[src/rtl/lfsr_pkg.sv]
// Shared LFSR definitions: feedback mode, standard primitive tap masks and a
// width-generic next-state function usable by RTL, benches and checkers.
package lfsr_pkg;

  typedef enum logic {
    FIBONACCI = 1'b0,
    GALOIS    = 1'b1
  } lfsr_mode_e;

  // Bit i set means coefficient of x^(i+1).
  localparam logic [63:0] TAPS_4  = 64'h0000_0000_0000_000C;
  localparam logic [63:0] TAPS_8  = 64'h0000_0000_0000_00B8;
  localparam logic [63:0] TAPS_16 = 64'h0000_0000_0000_B400;
  localparam logic [63:0] TAPS_32 = 64'h0000_0000_8020_0003;
  localparam logic [63:0] TAPS_64 = 64'hD800_0000_0000_0000;

  // State and taps are carried zero-extended to 64 bits; width masks them.
  function automatic logic [63:0] lfsr_next(
    input logic [63:0] state,
    input logic [63:0] taps,
    input int unsigned width,
    input lfsr_mode_e  mode
  );
    logic [63:0] mask;
    logic [63:0] res;
    logic        fb;
    logic        msb;
    mask = (width >= 64) ? '1 : ((64'd1 << width) - 64'd1);
    if (mode == FIBONACCI) begin
      fb  = ^(state & taps & mask);
      res = ((state << 1) | {63'd0, fb}) & mask;
    end else begin
      msb = |(state & (64'd1 << (width - 1)));
      res = ((state << 1) ^ (msb ? ((taps << 1) | 64'd1) : '0)) & mask;
    end
    return res;
  endfunction

endpackage

[src/rtl/lfsr_step_cnt.sv]
// Saturating step counter: clear has priority, increment stops at all ones.
module lfsr_step_cnt
  import lfsr_pkg::*;
#(
  parameter int unsigned CNT_W = 32
) (
  input  logic             clock,
  input  logic             reset_,
  input  logic             i_clr,
  input  logic             i_inc,
  output logic [CNT_W-1:0] o_cnt
);

  logic [CNT_W-1:0] r_cnt;

  always_ff @(posedge clock or negedge reset_) begin
    if (!reset_) begin
      r_cnt <= '0;
    end else if (i_clr) begin
      r_cnt <= '0;
    end else if (i_inc && (r_cnt != '1)) begin
      r_cnt <= r_cnt + 1'b1;
    end
  end

  assign o_cnt = r_cnt;

endmodule

[src/rtl/lfsr_prbs.sv]
// Parametrised PRBS / timeout LFSR with load, lock-up recovery, terminal
// reload and saturating step counter. Define LFSR_PRBS_GALOIS_EN for Galois form.
module lfsr_prbs
  import lfsr_pkg::*;
#(
  parameter int unsigned      WIDTH = 64,
  parameter logic [63:0]      TAPS  = 64'hD800_0000_0000_0000,
  parameter logic [WIDTH-1:0] SEED  = '1,
  parameter int unsigned      CNT_W = 32
) (
  input  logic             clock,
  input  logic             reset_,
  input  logic             en,
  input  logic             load,
  input  logic [WIDTH-1:0] load_val,
  input  logic             term_en,
  input  logic [WIDTH-1:0] term_val,
  output logic [WIDTH-1:0] q,
  output logic             lfsr_to,
  output logic             lockup,
  output logic [CNT_W-1:0] step_cnt
);

`ifdef LFSR_PRBS_GALOIS_EN
  localparam lfsr_mode_e MODE = GALOIS;
`else
  localparam lfsr_mode_e MODE = FIBONACCI;
`endif

  logic [WIDTH-1:0] r_q;
  logic             r_lockup;
  logic [WIDTH-1:0] w_next;
  logic             w_zero;
  logic             w_term;
  logic             w_clr;
  logic             w_inc;

  assign w_next = WIDTH'(lfsr_next(64'(r_q), TAPS, WIDTH, MODE));
  assign w_zero = (r_q == '0);
  assign w_term = term_en && (r_q == term_val);

  always_ff @(posedge clock or negedge reset_) begin
    if (!reset_) begin
      r_q      <= SEED;
      r_lockup <= 1'b0;
    end else begin
      r_lockup <= 1'b0;
      if (load) begin
        r_q <= load_val;
      end else if (w_zero) begin
        r_q      <= SEED;
        r_lockup <= 1'b1;
      end else if (en && w_term) begin
        r_q <= SEED;
      end else if (en) begin
        r_q <= w_next;
      end
    end
  end

  // Counter clears on every action that restarts the sequence; counts only real steps.
  assign w_clr = load || w_zero || (en && w_term);
  assign w_inc = en && !w_clr;

  lfsr_step_cnt #(
    .CNT_W (CNT_W)
  ) u_step_cnt (
    .clock  (clock),
    .reset_ (reset_),
    .i_clr  (w_clr),
    .i_inc  (w_inc),
    .o_cnt  (step_cnt)
  );

  assign q       = r_q;
  assign lfsr_to = w_term;
  assign lockup  = r_lockup;

endmodule

[config.mk]
export PLATFORM = sky130hd
export DESIGN_NAME = lfsr_prbs
export DESIGN_NICKNAME = d
export VERILOG_FILES = /design/src/rtl/lfsr_pkg.sv /design/src/rtl/lfsr_step_cnt.sv /design/src/rtl/lfsr_prbs.sv
export SDC_FILE = /design/constraint.sdc
export NUM_CORES = 1
export LEC_CHECK = 0
export BUFFER_PORTS_ARGS = -buffer_cell sky130_fd_sc_hd__buf_2
export CELL_PAD_IN_SITES_DETAIL_PLACEMENT = 1
export CELL_PAD_IN_SITES_GLOBAL_PLACEMENT = 1
export CORE_ASPECT_RATIO = 1.2
export CORE_MARGIN = 8
export CORE_UTILIZATION = 39
export CTS_CLUSTER_SIZE = 28
export DETAILED_ROUTE_END_ITERATION = 10
export PLACE_DENSITY_LB_ADDON = 0.15
export RECOVER_POWER = 25
export SYNTH_ARGS = -nofsm -noshare
export SYNTH_HDL_FRONTEND = slang
export SYNTH_SLANG_ARGS = --single-unit
export TNS_END_PERCENT = 20
[constraint.sdc]
create_clock -name clock -period 4.02 [get_ports clock]
set_input_delay 0.402 -clock clock [delete_from_list [all_inputs] [get_ports clock]]
set_output_delay 0.402 -clock clock [all_outputs]
set_load 0.03 [all_outputs]
== Yosys cells after proc, flatten, opt, wreduce, memory -nomap -nowiden ==
Cells that the tools add are included.

* Add/subtract/negate cells: 1
* Equal/unequal tests: 2
* Muxes and demuxes: 8
* Bitwise operators: 1
* Reduce and logical (&&, ||, !) cells: 11

{| class="wikitable"
|+ Operators with widths
! kind !! count
|-
| $mux 64 || 4
|-
| $eq 64x64->1 || 1
|-
| $logic_not 64->1 || 1
|-
| $mux 32 || 2
|-
| $or 64x1->64 || 1
|-
| $reduce_xor 64->1 || 1
|-
| $add 32x1->32 const B || 1
|-
| $ne 32x32->1 const B || 1
|-
| $logic_and 1x1->1 || 4
|-
| $reduce_bool 4->1 || 1
|-
| $logic_or 1x1->1 || 2
|-
| $mux 1 || 2
|-
| $reduce_bool 2->1 || 1
|-
| $logic_not 1->1 || 1
|}

* Register bits after elaboration: 97
* Bits of input ports: 133
* Output and inout port bits: 98
* Logic and storage cells: 26

== Longest topological paths before layout ==
Gate-level depths: netlist of run 1.

* Depth after elaboration: 9
* Mapped depth: 9
* Mapped depth without buffers: 8

== By module ==
Synthesis of run 1 repeated with hierarchy kept, for this count alone.

* Cells, all modules: 539
* Area total of the unflattened synthesis: 5718.0 um^2

{| class="wikitable"
|+ By module, submodules not included
! module !! times used !! cells an instance !! area each (um^2) !! sequential area each (um^2)
|-
| lfsr_prbs || 1 || 345 || 3907.5 || 1706.6
|-
| lfsr_step_cnt || 1 || 194 || 1810.5 || 800.8
|}

== Least setup slack after synthesis of run 1 ==
OpenSTA, ideal clock, no wires.

* Path type: reg-to-reg
* From: reg r_q[35] (netlist: q[35])
* To: reg r_q[10] (netlist: q[10])
* Setup time: 60 ps
* Arrival time: 2485 ps
* Data required time: 3960 ps
* Path slack: 1475 ps
* Cell stages (with the launch flop): 8
* Path buffers: 1
* Clock period less this slack: 2545 ps
* Cells stage by stage: dfstp_2 > and2b_4 > a2111o_1 > nor4_4 > nand3_2 > o311ai_4 > buf_6 > o221a_2

* Longest elaborated chain between the ends: 6

{| class="wikitable"
|+ Ends and longest elaborated chain
! item !! RTL line !! text
|-
| start: declaration || lfsr_prbs.sv:30 || <nowiki>logic [WIDTH-1:0] r_q;</nowiki>
|-
| start signal: assignment || lfsr_prbs.sv:49 || <nowiki>r_q <= load_val;</nowiki>
|-
| start signal: assignment || lfsr_prbs.sv:56 || <nowiki>r_q <= w_next;</nowiki>
|-
| $eq 64x64->1 || lfsr_prbs.sv:40 || <nowiki>assign w_term = term_en && (r_q == term_val);</nowiki>
|-
| $logic_and 1x1->1 || lfsr_prbs.sv:40 ||
|-
| $logic_and 1x1->1 || lfsr_prbs.sv:53 || <nowiki>end else if (en && w_term) begin</nowiki>
|-
| $mux 64 || lfsr_prbs.sv:53 ||
|-
| $mux 64 || lfsr_prbs.sv:50 || <nowiki>end else if (w_zero) begin</nowiki>
|-
| $mux 64 || lfsr_prbs.sv:48 || <nowiki>if (load) begin</nowiki>
|}

Several ways; a longest one is shown, not always the timed one.
A chain may end at the register's enable or synchronous reset.

== Worst setup path in the final report of run 1 ==
* From: reg r_q[31] (netlist: q[31])
* To: out lfsr_to

* Longest elaborated chain between the ends: 2

{| class="wikitable"
|+ Ends and longest elaborated chain
! item !! RTL line !! text
|-
| $eq 64x64->1 || lfsr_prbs.sv:40 ||
|-
| $logic_and 1x1->1 || lfsr_prbs.sv:40 ||
|-
| end: declaration || lfsr_prbs.sv:19 || <nowiki>output logic lfsr_to,</nowiki>
|}

Every way passes these cells.

==> run summary, run 1 <==
The worst register-to-register path begins at q[31]. The Yosys step of the flow raised 0 warnings. Buffers inserted during clock tree synthesis total 9. After clock tree synthesis, the flow added hold-fix buffers numbering 0. The number of filler instances in the final layout was 1640; the post-route met1 wirelength was 8361 um. The number of synthesized flops with an enable pin is 0, and the number of search-and-repair iterations in the first detailed-routing pass is 4.

In this run, placement finished with an instance count of 918. After layout, the worst setup slack is 1021 ps. For the worst flop-to-flop path, the logic depth is 7. The number of storage elements in the synthesis netlist is 97, and the detailed-route wire length per cell is 23.33 um. After detailed placement, the total cell area comes to 0.006960 mm^2. The floorplan row count came out at 48. The final reports fail on max-capacitance violations, max-slew violations. The path category of the worst min-delay check is input port to async pin. The tools report the maximum resistive drop on vdd as 221.1 uV. For this design, the sink count on the clock tree is 97. The height of the chip was 148.1 um. In this run the remaining antenna-violating nets after routing total 0. The setup slack after placement was 1235 ps. The maximum net fanout on the critical path was 5. TritonCTS built the clock tree. Measured on the finished design, the core utilization comes to 51.27%. The final design instance area without fill is 0.007328 mm^2, and the pin slew with the least headroom to its limit is 2021 ps.

The wire length of the first global-routing pass was 33880 um; the clock edge transition at the registers on the reported setup and hold paths was 70 ps. For this run, the post-layout net count is 889. For the worst setup path, the data required time is 3620 ps. The logs give 66 for the pin count of the biggest net entering global routing and 0 for the number of instances resized during post-cts repair.

Share of final-layout standard cells stronger than drive strength 1: 49.93%. For the sequential cell area, the log shows 0.002507 mm^2. Setup total negative slack on the finished layout was measured at 0 ps. The tools report the share of the yosys chip area belonging to registers as 44.21%.

The share of async-settable or async-resettable flops after synthesis came out at 100.0%. Arrival time of data at the critical path endpoint: 2600 ps. Detailed placement ended at an HPWL of 17060 um. Dividing the detail-routed via count by the number of cells gives 5.639. The endpoint identified for the worst register-to-register timing path is q[9].

In the detailed route, the total length drawn on met2 is 11370 um. STA classifies the critical path startpoint as a flip-flop. The logs give 0 for the final number of hold-violating endpoints and 0.01429 mm^2 for the standard cell core area.

For this run, design rule violations remaining after detail routing come to 0. Wire segments on met3 add up to 1245 um in the final route. The global placer's final weighted congestion was 0.8901. After synthesis the cells add up to 0.005672 mm^2.

For the I/O pin count, the log shows 231. The highest metal layer carrying signal wires in the routed design is met5. The power density over the cells was 400.4 mW/mm^2. The total count of max-transition violations in the final report is 39, and the maximum clock insertion buffer count is 2.

Across all register-to-register paths, the minimum setup slack is 1140 ps. The tools report the initial core utilization as 39.68%. The analysis attributes to cell leakage a power of 0.003138 uW. The die footprint is 0.01867 mm^2.

Setup repair after global routing left no endpoint under its margin. Endpoint kind of the worst setup timing path: a primary output. In the global route stage, overall resource usage came out at 23.33%. Flip-flop cell with the highest count after synthesis: sky130_fd_sc_hd__dfstp_2.

The number of buffers inserted to repair setup after CTS was 0; the net count after synthesis was 667. The area used by multi-input combinational logic came out at 0.002940 mm^2. Measured against its own limit, the worst slew margin works out to -34.76%.

The relative area change from synthesis to final layout is 29.21%. Critical path start-end classification: flip-flop to primary output. For this run, the top clock speed supported by timing is 0.3334 GHz.

For the count of non-filler cells in the finished layout, the log shows 936. After technology mapping, the gate count stands at 532. The initial antenna violation count is 4, and the portion of the clock cycle consumed by the worst path in the final layout is 74.61%.

Distinct cell type count of the synthesized netlist: 46. The tools report the cell at the root of the clock tree as sky130_fd_sc_hd__clkbuf_16. The overall routed net length was 21830 um; the shortest clock period the worst path allows after layout was 2999 ps.

The number of I/O port buffers is 230. The number of global-route vias before repair was 6016; the DRC marker count from the first detailed-route iteration was 273. Measured along the x axis, the die boundary spans 126.1 um.

Global routing finished with a remaining overflow of 0. The tools report the clock latency at the later pin of the worst-skew pair as 350 ps. Setup violations remaining at the end of the flow were counted as 0.

The final route contains 5278 vias. After synthesis, the mean cell area works out to 10.66 um^2. The clock arrives with 9.286 ps of skew. CTS built an H-tree with a depth of 3.

The flow ran to the end, but the final reports show violations. The run gives 1 as the max-capacitance violation count.
-- cells in the final DEF (no fill, tap or decap), types with 4 or more instances in the layout --
master and instances:
sky130_fd_sc_hd__and3_1 5, sky130_fd_sc_hd__and4_1 4, sky130_fd_sc_hd__buf_2 229, sky130_fd_sc_hd__buf_4 8
sky130_fd_sc_hd__bufinv_16 4, sky130_fd_sc_hd__clkbuf_16 9, sky130_fd_sc_hd__dfrtp_1 33, sky130_fd_sc_hd__dfstp_2 64
sky130_fd_sc_hd__inv_1 11, sky130_fd_sc_hd__nand2_1 15, sky130_fd_sc_hd__nand2b_1 68, sky130_fd_sc_hd__nand3_1 18
sky130_fd_sc_hd__nand4_1 25, sky130_fd_sc_hd__nor2_1 41, sky130_fd_sc_hd__nor3_1 13, sky130_fd_sc_hd__nor4_1 23
sky130_fd_sc_hd__o221a_1 14, sky130_fd_sc_hd__o221a_2 50, sky130_fd_sc_hd__xnor2_1 66, sky130_fd_sc_hd__xor2_1 16
-- synthesized netlist by cell type (2+ instances only) --
master                     instances  share of area (%)
sky130_fd_sc_hd__xnor2_1          66                 10
sky130_fd_sc_hd__dfstp_2          64                 30
sky130_fd_sc_hd__bufinv_8          2               0.62
sky130_fd_sc_hd__o21ai_0           2               0.18
sky130_fd_sc_hd__a2111o_1          2               0.40
sky130_fd_sc_hd__and3_1            5               0.55
sky130_fd_sc_hd__nor4_4            2               0.75
sky130_fd_sc_hd__o221a_1          14                2.8
sky130_fd_sc_hd__nor3_1           13                1.1
sky130_fd_sc_hd__nand2b_1         68                7.5
sky130_fd_sc_hd__and4_1            4               0.62
sky130_fd_sc_hd__buf_6             6                1.2
sky130_fd_sc_hd__or3_1             2               0.22
sky130_fd_sc_hd__xor2_1           16                2.5
sky130_fd_sc_hd__nor2b_1           3               0.33
sky130_fd_sc_hd__inv_1            11               0.73
sky130_fd_sc_hd__clkbuf_1         19                1.3
sky130_fd_sc_hd__o221ai_1          2               0.31
sky130_fd_sc_hd__o221a_2          50                9.9
sky130_fd_sc_hd__a21oi_1           2               0.18
sky130_fd_sc_hd__nand2_1          16                1.1
sky130_fd_sc_hd__dfrtp_1          33                 15
sky130_fd_sc_hd__a31oi_1           2               0.22
sky130_fd_sc_hd__ha_1              2               0.44
sky130_fd_sc_hd__and2b_4           2               0.35
sky130_fd_sc_hd__nand3_1          18                1.6
sky130_fd_sc_hd__nor4_1           23                2.5
sky130_fd_sc_hd__nor2_1           41                2.7
sky130_fd_sc_hd__nand4_1          25                2.8
-- area by class of cell --
cell class	instances	share of cell area, %
clock buffer	9	3.073
inverter	14	1.093
sequential	97	34.22
multi-input combinational	394	40.12
antenna	2	0.06829
clock inverter	7	1.929
tap	175	2.988
timing repair buffer	238	16.51
-- cell families after synthesis --
family / share of synthesized area [%]
AOI/OAI and AO/OA: 15.69
xor gates and xnor gates: 12.66
adders and majority gates: 0.4411
buffers and inverters: 4.059
DFF: 44.21
and+or+nand+nor: 22.94
-- critical path, stage by stage (launching register included) --
cell and delay, ps:
sky130_fd_sc_hd__dfstp_2 590, sky130_fd_sc_hd__xnor2_1 170, sky130_fd_sc_hd__o221ai_1 160, sky130_fd_sc_hd__nor4_1 550
sky130_fd_sc_hd__nand4_1 260, sky130_fd_sc_hd__nor2_1 270, sky130_fd_sc_hd__buf_2 250
-- stage by stage --
step	power [uW]	hold slack, ps
after global placement	1879	512.2
after floorplan	1612	106.4
after CTS	2963	146.9
final	2934	114.5
after global routing	3044	169.4
after detailed placement	1895	524.9
-- state kept, by name, summed over array words and instances, names as in the netlist --
name / cells
q: 64
u_step_cnt.o_cnt: 32
lockup: 1
-- where the power goes --
part | leakage, uW | internal [uW] | switching [uW]
Clock | 0.000178 | 673 | 387
Combinational | 0.00183 | 260 | 378
Sequential | 0.00113 | 1100 | 134
-- worst max path at each step --
stage / from / end
2_1_floorplan: q[35] / q[10]
3_3_place_gp: q[31] / q[20]
3_5_place_dp: q[37] / q[9]
4_1_cts: q[31] / lfsr_to
5_1_grt: q[31] / lfsr_to
6_report: q[31] / lfsr_to
-- per-layer routing --
metal / up-vias / GRT usage (%)
met4: 4 / 11.57
met5: - / 0
met2: 190 / 40.97
met3: 47 / 5.838
met1: 2634 / 25.82
li1: 2403 / -
(Power assumes the default switching activity.)
==> run 2, diff against run 1 <==
- CORE_UTILIZATION: 39 -> 33
- clock period: 4.02 -> 2.6 ns (I/O delays scaled with it)
==> run 2 against run 1 <==
The run still ends with max-capacitance violations, max-slew violations left. Sequential power grew 53%. Final cell count grew 5.8%. Count of clock-buffer cells in the layout grew 2. Sequential share of layout area shrank 0.68 points. Die area grew 16%. Largest power group unchanged.
==> run summary, run 2 (same netlist as run 1, synthesis figures left out) <==
The run finished, with violations left. The checks that failed: max-capacitance violations, max-slew violations. The pin slew with the least headroom to its limit is 1626 ps (-395.5 ps). The number of search-and-repair iterations in the first detailed-routing pass was 4 (unchanged); the post-layout worst setup margin was 68.62 ps (-952.2 ps).

HPWL reported at the end of detailed placement: 18260 um (+7.0%). The data required time of the worst path was 2340 ps (-1280 ps). The path depth of the worst reg2reg path works out to 7 (unchanged). The final setup TNS came out at 0 ps (unchanged). The origin of the worst setup path is q[24]. For the standard cell core area, the log shows 0.01685 mm^2 (+18%).

The floorplan row count is 52 (+8.3%). The pin count of the biggest net entering global routing is 66 (unchanged). The arrival time of data at the critical path endpoint was 2270 ps (-330 ps); the setup slack after placement was 27.28 ps (-1208 ps). The run gives 903 (+1.6%) as the final-stage net count. TritonCTS built the clock tree. The maximum resistive drop on vdd was 348.6 uV (+58%); the count of nets left with antenna violations after detail routing was 0 (unchanged). The count of non-filler cells in the finished layout was 990 (+5.8%); the worst relative slew slack was -8.397% (+26 points).

Critical path start-end classification: flip-flop to primary output. Along the worst hold path, the cell count comes to 3. The overall routed net length was 23230 um (+6.4%). The I/O pin count is 231 (unchanged). The clock edge transition at the registers on the reported setup and hold paths is 70 ps (about the same), and the placed cell count is 972 (+5.9%). Clock tree synthesis selected as its root buffer the cell sky130_fd_sc_hd__clkbuf_16. The tools report the overall fraction of global-route tracks in use as 21.46% (-1.9 points). The critical-path cell with the highest stage delay was sky130_fd_sc_hd__dfstp_2. The number of I/O port buffers was 230 (unchanged); the wire length of the first global-routing pass was 35710 um (+5.4%). Height of the chip: 159.6 um (+7.8%).

In the layout the commonest cells are sky130_fd_sc_hd__buf_2, sky130_fd_sc_hd__nand2b_1, sky130_fd_sc_hd__xnor2_1. The maximum net fanout on the critical path was 2 (-3). The path category of the worst min-delay check was input port to flip-flop. For the hold buffer count at CTS, the log shows 0 (unchanged). Setup repair after global routing could not meet its margin everywhere. For the DRC marker count from the first detailed-route iteration, the log shows 304 (+11%). The detailed-route wire length per cell is 23.46 um (+0.57%).

Compared with the post-synthesis result, the final layout area differs by 31.83%. The logs give 3 (unchanged) for the number of H-tree branching levels and 97 (unchanged) for the number of sinks driven by the clock tree. The smallest clock period supported by the final layout is computed as 2531 ps. The stage delay of the slowest cell on the critical path came out at 590 ps (about the same). The initial antenna violation count was 2 (-2). The tools report the total count of max-transition violations in the final report as 63 (+62%). The power density over the cells was 570.0 mW/mm^2 (+42%); the horizontal die dimension was 135.7 um (+7.6%). Share of final-layout standard cells stronger than drive strength 1: 51.75% (+1.8 points). The number of flip-flops under the largest register name is 64 (unchanged). The tools report the number of buffers created by CTS as 9 (unchanged).

After layout, the worst path uses 97.36% of the clock period. The max-capacitance violation count was 1 (unchanged). The worst register-to-register path begins at q[25]. The clock latency at the later pin of the worst-skew pair is 350 ps (about the same). Leading cell type in the layout, fill and taps excluded: sky130_fd_sc_hd__buf_2. Number of global-route vias before repair: 6109 (+1.5%).

The run gives 0 (unchanged) as the total overflow reported by the global router. The tools report the leakage dissipation as 0.003189 uW (+1.6%). Traced cell by cell, the critical path runs through xnor2_1 -> nand4_1 -> nor4_2 -> buf_4 -> nand4_1 -> nor2_2 -> buf_4. Final number of hold-violating endpoints: 0 (unchanged). The startpoint of the worst hold path is load_val[40]. The global placer's final weighted congestion was 0.8274 (-7.0%). The detailed-route via count was 5329 (+0.97%).

For the final-report setup violation count, the log shows 0 (unchanged). The number of vias per cell after detailed routing is 5.383 (-4.5%), and the die footprint is 0.02166 mm^2 (+16%). The worst setup path is captured at a primary output. The initial core utilization came out at 33.66% (-6.0 points). The maximum clock insertion buffer count came out at 2 (unchanged). Timing would allow up to 0.3950 GHz. The logs give 7.620 ps (-1.666 ps) for the worst clock skew and 0 (unchanged) for the detailed-route DRC error count.

The tools report the critical path startpoint category as a flip-flop.
==> run 2: cell count changes in the layout (fill, tap and decap cells not counted), moves of 2 or more <==
| cell | before | now |
|---|---|---|
| sky130_fd_sc_hd__clkbuf_8 | 0 | 2 |
| sky130_fd_sc_hd__nor4_1 | 23 | 19 |
| sky130_fd_sc_hd__buf_12 | 0 | 3 |
| sky130_fd_sc_hd__buf_4 | 8 | 19 |
| sky130_fd_sc_hd__bufinv_16 | 4 | 0 |
| sky130_fd_sc_hd__clkinvlp_4 | 0 | 2 |
| sky130_fd_sc_hd__nor4_2 | 0 | 3 |
| sky130_fd_sc_hd__clkinv_2 | 0 | 3 |
==> run 2: layout make-up <==
| class | count | area [um^2] |
|---|---|---|
| multi-input combinational | 394 | 2982 |
| clock buffer | 11 | 252.7 |
| inverter | 14 | 80.08 |
| tap | 216 | 270.3 |
| antenna | 1 | 2.502 |
| clock inverter | 5 | 30.03 |
| timing repair buffer | 252 | 1353 |
| fill | 1961 | 9374 |
| sequential | 97 | 2507 |
==> run 2: critical path: cells and delay by family (launching register included) <==
kind | cells | cell delay [ps]
xor+xnor | 1 | 170
simple gates | 4 | 800
buf+inv | 2 | 350
flops | 1 | 590
==> run 2: power by group <==
part	internal [uW]	switching, uW
combinational	427	627
clock	697	608
sequential	1710	197
total	2830	1430
==> run 2: timing repair <==
action                                  CTS  global route
endpoints found under the setup margin    1            65
pin swaps                                 2             3
buffers inserted                          1             0
resized for setup                         5             3
==> run 2: worst paths after layout <==
path	slack [ps]	to
max	70	lfsr_to
max in group asynchronous	810	lockup
max reg2reg	90	q[18]
min in group asynchronous	290	u_step_cnt.o_cnt[22]
min reg2reg	560	u_step_cnt.o_cnt[17]
min	230	q[40]
==> run 2: through the flow <==
stage / total power (uW) / hold slack [ps] / cell area (um^2) / utilization (%)
global placement: 2961 / 396.9 / 7147 / 42.41
global route: 4422 / 239.8 / 7477 / 44.37
floorplan: 2493 / -35.59 / 5672 / -
detailed placement: 2978 / 411.2 / 7147 / 42.41
finish: 4262 / 231.8 / 7477 / 44.37
CTS: 4302 / 28.08 / 7463 / 44.29
==> run 2: metal layers <==
layer,vias up,wire length (um),global-route usage (%)
met5,-,10,0
met4,2,816,9.307
met3,43,1288,4.143
met2,203,12230,37.74
met1,2643,8878,24.45
li1,2438,-,-
